**src/rtl/multicycle_controller.sv**
```systemverilog
// Multicycle RISC-V style control FSM with memory handshake and wait timeout.
// Define MULTICYCLE_JAL_EN to add the JAL state; otherwise op 1101111 decodes as Illegal.
module multicycle_controller #(
   parameter int TIMEOUT = 15,
   parameter int CNT_W   = 8
) (
   input  logic       clk,
   input  logic       reset,
   input  logic [6:0] op,
   input  logic       Zero,
   input  logic       mem_ready,
   output logic       PCWrite,
   output logic       AdrSrc,
   output logic       MemWrite,
   output logic       IRWrite,
   output logic       RegWrite,
   output logic [1:0] ResultSrc,
   output logic [1:0] ALUSrcA,
   output logic [1:0] ALUSrcB,
   output logic [1:0] ALUOp,
   output logic [1:0] ImmSrc,
   output logic       Illegal,
   output logic       Timeout
);

   localparam logic [6:0] OP_LW  = 7'b0000011;
   localparam logic [6:0] OP_SW  = 7'b0100011;
   localparam logic [6:0] OP_R   = 7'b0110011;
   localparam logic [6:0] OP_I   = 7'b0010011;
   localparam logic [6:0] OP_BEQ = 7'b1100011;
   localparam logic [6:0] OP_JAL = 7'b1101111;
   localparam logic [CNT_W-1:0] TO_VAL = CNT_W'(TIMEOUT);

   typedef enum logic [3:0] {
      FETCH    = 4'd0,
      DECODE   = 4'd1,
      MEMADR   = 4'd2,
      MEMREAD  = 4'd3,
      MEMWB    = 4'd4,
      MEMWRITE = 4'd5,
      EXECR    = 4'd6,
      EXECI    = 4'd7,
      ALUWB    = 4'd8,
`ifdef MULTICYCLE_JAL_EN
      BEQ      = 4'd9,
      JAL      = 4'd10
`else
      BEQ      = 4'd9
`endif
   } state_t;

   state_t           state;
   state_t           next_state;
   logic [CNT_W-1:0] wait_cnt;
   logic             timeout_flag;
   logic             wait_state;
   logic             expired;
   logic             pc_write_raw;
   logic             mem_write_raw;
   logic             ir_write_raw;
   logic             reg_write_raw;
   logic             illegal_raw;

   assign wait_state = (state == FETCH) || (state == MEMREAD) || (state == MEMWRITE);
   // A ready on the expiry cycle still counts as completion
   assign expired    = wait_state && !mem_ready && (wait_cnt == TO_VAL);

   // State register
   always_ff @(posedge clk) begin
      if (reset) state <= FETCH;
      else       state <= next_state;
   end

   // Wait counter clears on any state entry, including an aborted FETCH re-entering itself
   always_ff @(posedge clk) begin
      if (reset)                                   wait_cnt <= '0;
      else if ((next_state != state) || expired)   wait_cnt <= '0;
      else if (wait_state && !mem_ready)           wait_cnt <= wait_cnt + {{(CNT_W-1){1'b0}}, 1'b1};
      else                                         wait_cnt <= wait_cnt;
   end

   // Sticky timeout flag
   always_ff @(posedge clk) begin
      if (reset)        timeout_flag <= 1'b0;
      else if (expired) timeout_flag <= 1'b1;
      else              timeout_flag <= timeout_flag;
   end

   // Next-state logic
   always_comb begin
      next_state = state;
      case (state)
         FETCH:    next_state = mem_ready ? DECODE : FETCH;
         DECODE: begin
            case (op)
               OP_LW, OP_SW: next_state = MEMADR;
               OP_R:         next_state = EXECR;
               OP_I:         next_state = EXECI;
               OP_BEQ:       next_state = BEQ;
`ifdef MULTICYCLE_JAL_EN
               OP_JAL:       next_state = JAL;
`endif
               default:      next_state = FETCH;
            endcase
         end
         MEMADR:   next_state = (op == OP_LW) ? MEMREAD : MEMWRITE;
         MEMREAD:  next_state = mem_ready ? MEMWB : (expired ? FETCH : MEMREAD);
         MEMWRITE: next_state = (mem_ready || expired) ? FETCH : MEMWRITE;
         MEMWB:    next_state = FETCH;
         EXECR:    next_state = ALUWB;
         EXECI:    next_state = ALUWB;
         ALUWB:    next_state = FETCH;
         BEQ:      next_state = FETCH;
`ifdef MULTICYCLE_JAL_EN
         JAL:      next_state = ALUWB;
`endif
         default:  next_state = FETCH;
      endcase
   end

   // Moore output decode, enables raw before reset/abort gating
   always_comb begin
      pc_write_raw  = 1'b0;
      mem_write_raw = 1'b0;
      ir_write_raw  = 1'b0;
      reg_write_raw = 1'b0;
      illegal_raw   = 1'b0;
      AdrSrc        = 1'b0;
      ResultSrc     = 2'b00;
      ALUSrcA       = 2'b00;
      ALUSrcB       = 2'b00;
      ALUOp         = 2'b00;
      ImmSrc        = 2'b00;
      case (state)
         FETCH: begin
            ir_write_raw = mem_ready;
            pc_write_raw = mem_ready;
            ALUSrcB      = 2'b10;
            ResultSrc    = 2'b10;
         end
         DECODE: begin
            ALUSrcA = 2'b01;
            ALUSrcB = 2'b01;
            ImmSrc  = 2'b10;
            case (op)
               OP_LW, OP_SW, OP_R, OP_I, OP_BEQ: illegal_raw = 1'b0;
`ifdef MULTICYCLE_JAL_EN
               OP_JAL:                           illegal_raw = 1'b0;
`endif
               default:                          illegal_raw = 1'b1;
            endcase
         end
         MEMADR: begin
            ALUSrcA = 2'b10;
            ALUSrcB = 2'b01;
            ImmSrc  = (op == OP_LW) ? 2'b00 : 2'b01;
         end
         MEMREAD:  AdrSrc = 1'b1;
         MEMWRITE: begin
            AdrSrc        = 1'b1;
            mem_write_raw = 1'b1;
         end
         MEMWB: begin
            ResultSrc     = 2'b01;
            reg_write_raw = 1'b1;
         end
         EXECR: begin
            ALUSrcA = 2'b10;
            ALUOp   = 2'b10;
         end
         EXECI: begin
            ALUSrcA = 2'b10;
            ALUSrcB = 2'b01;
            ALUOp   = 2'b10;
         end
         ALUWB:    reg_write_raw = 1'b1;
         BEQ: begin
            ALUSrcA      = 2'b10;
            ALUOp        = 2'b01;
            pc_write_raw = Zero;
         end
`ifdef MULTICYCLE_JAL_EN
         JAL: begin
            ALUSrcA      = 2'b01;
            ALUSrcB      = 2'b10;
            pc_write_raw = 1'b1;
         end
`endif
         default:  illegal_raw = 1'b0;
      endcase
   end

   assign PCWrite  = pc_write_raw  & ~(reset | expired);
   assign IRWrite  = ir_write_raw  & ~(reset | expired);
   assign MemWrite = mem_write_raw & ~(reset | expired);
   assign RegWrite = reg_write_raw & ~reset;
   assign Illegal  = illegal_raw   & ~reset;
   assign Timeout  = timeout_flag;

endmodule

```
**config.mk**
```make
export PLATFORM = sky130hd
export DESIGN_NAME = multicycle_controller
export DESIGN_NICKNAME = d
export VERILOG_FILES = /design/src/rtl/multicycle_controller.sv
export SDC_FILE = /design/constraint.sdc
export NUM_CORES = 1
export LEC_CHECK = 0
export ABC_AREA = 1
export CORE_MARGIN = 4
export CORE_UTILIZATION = 40
export CTS_CLUSTER_SIZE = 8
export DETAILED_ROUTE_END_ITERATION = 8
export GPL_TIMING_DRIVEN = 0
export PLACE_DENSITY = 0.69
export SKIP_CTS_REPAIR_TIMING = 1
export SLEW_MARGIN = 20
export SYNTH_ARGS = -nofsm -noshare
export SYNTH_HDL_FRONTEND = slang
export SYNTH_SLANG_ARGS = --single-unit
```
**constraint.sdc**
```tcl
create_clock -name clk -period 1.7 [get_ports clk]
set_input_delay 0.17 -clock clk [delete_from_list [all_inputs] [get_ports clk]]
set_output_delay 0.17 -clock clk [all_outputs]
set_load 0.05 [all_outputs]
```
# Word level (Yosys, flattened, before mapping)
# Index checks and enable logic that the tools add are counted.
# op_classes
add_sub_neg,1
eq_ne,16
muxes,20
bitwise_logic,8
n_reduce_logical,16
# ops
operator,n
one-hot mux 4 bit (6 select lines),1
one-hot mux 2 bit (2 select lines),5
"equality test 4 x 3 -> 1 bit, second input constant",4
one-hot mux 4 bit (4 select lines),1
"equality test 7 x 6 -> 1 bit, second input constant",2
OR reduction 2 bit,5
2-to-1 mux 3 bit,3
"adder 8 x 1 -> 8 bit, second input constant",1
"equality test 4 x 2 -> 1 bit, second input constant",2
"equality test 4 bit, second input constant",2
"equality test 8 x 4 -> 1 bit, second input constant",1
2-to-1 mux 1 bit,8
"equality test 7 x 2 -> 1 bit, second input constant",1
"equality test 7 x 5 -> 1 bit, second input constant",1
"equality test 7 bit, second input constant",1
bitwise AND 1 bit,5
OR reduction 5 bit,1
"equality test 4 x 1 -> 1 bit, second input constant",1
zero test 4 bit,1
logical OR 1 bit,4
inequality test 4 bit,1
OR reduction 4 bit,1
OR reduction 3 bit,1
logical AND 1 bit,2
other kinds (5),6
# word_totals
register_bits,13
in_bits,11
output_inout_bits,17
wordCells,64

# Depth between registers and ports, before layout
# depth
ltp_word,11
ltp_mapped,11
mapped_depth_nobuf,11

# Least setup slack after synthesis
# No wires, ideal clock.
# synth_timing
path_type,register to output
from,register state[3]
to,output Illegal
t_arrival_ns,2.613
required_ns,1.530
path_slack_ns,-1.083
stages_incl_launch_ff,6
path_buffers,0
cell_sequence,dfxtp_1 nor2_2 inv_2 nor2_4 inv_1 nor4_1
# synth_between
elab_chain_len,3
# synth_rtl
item,line,text
start: declaration,52,state_t state;
start signal: assignment,71,else state <= next_state;
equality test 4 x 1 -> 1 bit,134,case (state)
2-to-1 mux 1 bit,134,
bitwise AND 1 bit,197,assign Illegal = illegal_raw & ~reset;
end: declaration,22,"output logic Illegal,"
# No other way between the ends.

# Worst setup path in the final report
# layout_timing
from,register state[0]
to,output Illegal
# Same word-level chain as after synthesis.

==> flow_summary.toml <==
[worst_setup_path]
r2r_slack_ps = 60
worstSetupStartpointType = "flop"
arrival_ps = 1490
path_class = "reg2out"
cp_max_fo = 5
end_kind = "output pin"
r2r_cells = 12
regToRegStartpoint = "state[0]$_SDFF_PP0_"
r2r_end = "wait_cnt[7]$_SDFFE_PP0P_"
crit_required_ps = 1530

[synth]
synthCells = 139
yosysSeqAreaShare = 0.266
synthDistinctLibCells = 27
ys_ff_latch = 13
synth_area_um2 = 977
synthArstFlopShare = 0
synth_common_cells = "22 x inv_1, 22 x nand2_1, 15 x nor2_1, 14 x nor2_2, 13 x dfxtp_1"
syn_nets = 151
synthFlopType = "dfxtp_1"
synth_edf_count = 0
synth_top_area_frac = 0.266
synth_top_area_cell = "dfxtp_1"
yosysWarnings = 0
synth_area_per_cell_um2 = 7.03
synth.area.top_cells = "dfxtp_1 27%, nor2_2 9.0%, inv_1 8.5%, nand2_1 8.5%, nor2_1 5.8%"

[worst_hold_path]
hold_end = "state[1]$_SDFF_PP0_"
hold_path_depth = 2
hp-class = "in2reg"
hold_start = "reset"

[job]
maxCapViolations = 0

[route]
drc = 0
routed_wl_um = 2340
post_drt_wl_per_cell_um = 11.5
ant_nets = 0
drt_first_pass_iters = 4
num_vias = 971
drt_iter0_markers = 12
via_per_inst = 4.78

[place]
hpwl_um = 1840
placed_area_um2 = 1310
port_buffers = 26
routabilityCongestion = 0.839

[power]
p_leak_nw = 0.670
p_seq_frac = 0.452
ir_drop_uv = 363
power_switching_uw = 222
combinationalPowerShare = 0.270
clock_power_share = 0.278
finalPower_uw = 690
powerDensity_nw_per_um2 = 484
swShare = 0.321
p_int_uw = 468

[status]
outcome = "finished, final reports clean"

[grt]
grt.overflow.total = 0
antenna_found_initial = 0
grt_pass1_wl_um = 3640
grt_use_total = 0.139
grt_max_degree = 9
grt_pass1_vias = 861

[clocking]
cts_max_path_buffers = 2
h-tree-depth = 1
cts_tree = "built"
numCtsBuffers = 3
cts.sinks = 13
clk_latency_ps = 280
clk_pin_slew_ps = 80
root_buffer = "clkbuf_4"

[floorplan]
dieHeight_um = 57.4
initial_core_util = 0.429
core_um2 = 2280
fp-row-count = 17
ios = 28
dieArea_um2 = 3300
die_w_um = 57.4

[layout]
design_area_um2 = 1430
drive_above_1_share = 0.457
nNetsFinal = 188
fillerInstances = 212
diodes = 0
regArea_um2 = 275
multiInputGateArea_um2 = 692
finish.utilization = 0.626
area_growth_pct = 45.8

[sta]
drv_slew = 0
rsz0062_at_grt = "true"
layout_min_cycle_time_ps = 1660
fin_crit_sh = 0.976
setup_violations = 0
hold_violations = 0
relSlewSlack = 0.661
fmax_ghz = 0.603
tightest_slew_ps = 507
fin_worst_skew_ps = 2.89
flip-flops by register name, summed over array words and instances (netlist names):
register  cells
wait_cnt      8
Timeout       1
state         4
worst max path at each step:
stage / to / cells after the start / startpoint
final: Illegal / 7 / state[0]$_SDFF_PP0_
after global routing: Illegal / 7 / state[0]$_SDFF_PP0_
after CTS: Illegal / 7 / state[0]$_SDFF_PP0_
after detailed placement: MemWrite / 6 / mem_ready
after global placement: MemWrite / 6 / mem_ready
after floorplan: Illegal / 6 / state[0]$_SDFF_PP0_
cell families (layout without fill, tap and decap cells):
kind of cell | count (synthesis) | after routing | synth area share
simple gates | 77 | 77 | 0.461
buf+inv | 29 | 65 | 0.119
flops | 13 | 13 | 0.266
compound gates | 11 | 11 | 0.0666
xor+xnor | 7 | 7 | 0.0627
fa+ha+maj | 1 | 1 | 0.0128
mux | 1 | 1 | 0.0115
power groups by stage:
stage / clock [mW] / combinational [mW] / sequential, mW
final: 0.192 / 0.186 / 0.312
after global routing: 0.223 / 0.199 / 0.313
after CTS: 0.202 / 0.180 / 0.312
after detailed placement: 0 / 0.179 / 0.319
after global placement: 0 / 0.177 / 0.319
after floorplan: 0 / 0.123 / 0.318
critical path, cell delays in order (launching register included):
cell     delay (ps)
dfxtp_4         380
inv_4            50
nor2_4          140
inv_2            70
nor2_4          160
inv_2            70
nor4_4          150
buf_6           190
cells in the final DEF (no fill, tap or decap), types with 2 or more instances in the layout:
cell type / n
inv_1: 19
nor2_4: 7
clkbuf_4: 4
buf_6: 4
inv_2: 6
dlymetal6s2s_1: 3
dfxtp_4: 3
nand3_1: 5
xor2_1: 5
a21oi_1: 5
buf_4: 9
nand4_1: 3
nand3_2: 4
dfxtp_2: 3
clkdlybuf4s50_1: 10
clkbuf_2: 7
xnor2_1: 2
nand2_4: 3
nand3_4: 3
dfxtp_1: 7
nor2_2: 15
nor2_1: 10
nand2_2: 5
nand2_1: 20
routing by layer:
layer	global-route usage	vias to the layer above	routed length, um
li1	-	503	-
met1	0.151	443	920
met2	0.253	21	1280
met3	0.0317	4	114
met4	0.0596	0	25
met5	0	-	0
final cells by class:
| type | count | area share |
|---|---|---|
| Tap cell | 28 | 0.0246 |
| Timing Repair Buffer | 32 | 0.195 |
| Buffer | 3 | 0.0132 |
| Inverter | 26 | 0.0702 |
| Clock buffer | 4 | 0.0184 |
| Multi-Input combinational cell | 97 | 0.486 |
| Sequential cell | 13 | 0.193 |
through the flow:
| stage | hold WS, ps | TNS (ps) | instances | setup slack (ps) |
|---|---|---|---|---|
| after detailed placement | 440 | -5480 | 193 | -595 |
| after global placement | 437 | -4840 | 193 | -617 |
| final | 290 | 0 | 203 | 40.3 |
| after CTS | 276 | -9020 | 197 | -851 |
| after global routing | 313 | -420 | 203 | -53.7 |
| after floorplan | 464 | -475 | 139 | -248 |
Note: power is estimated with default switching activity, not from simulation.
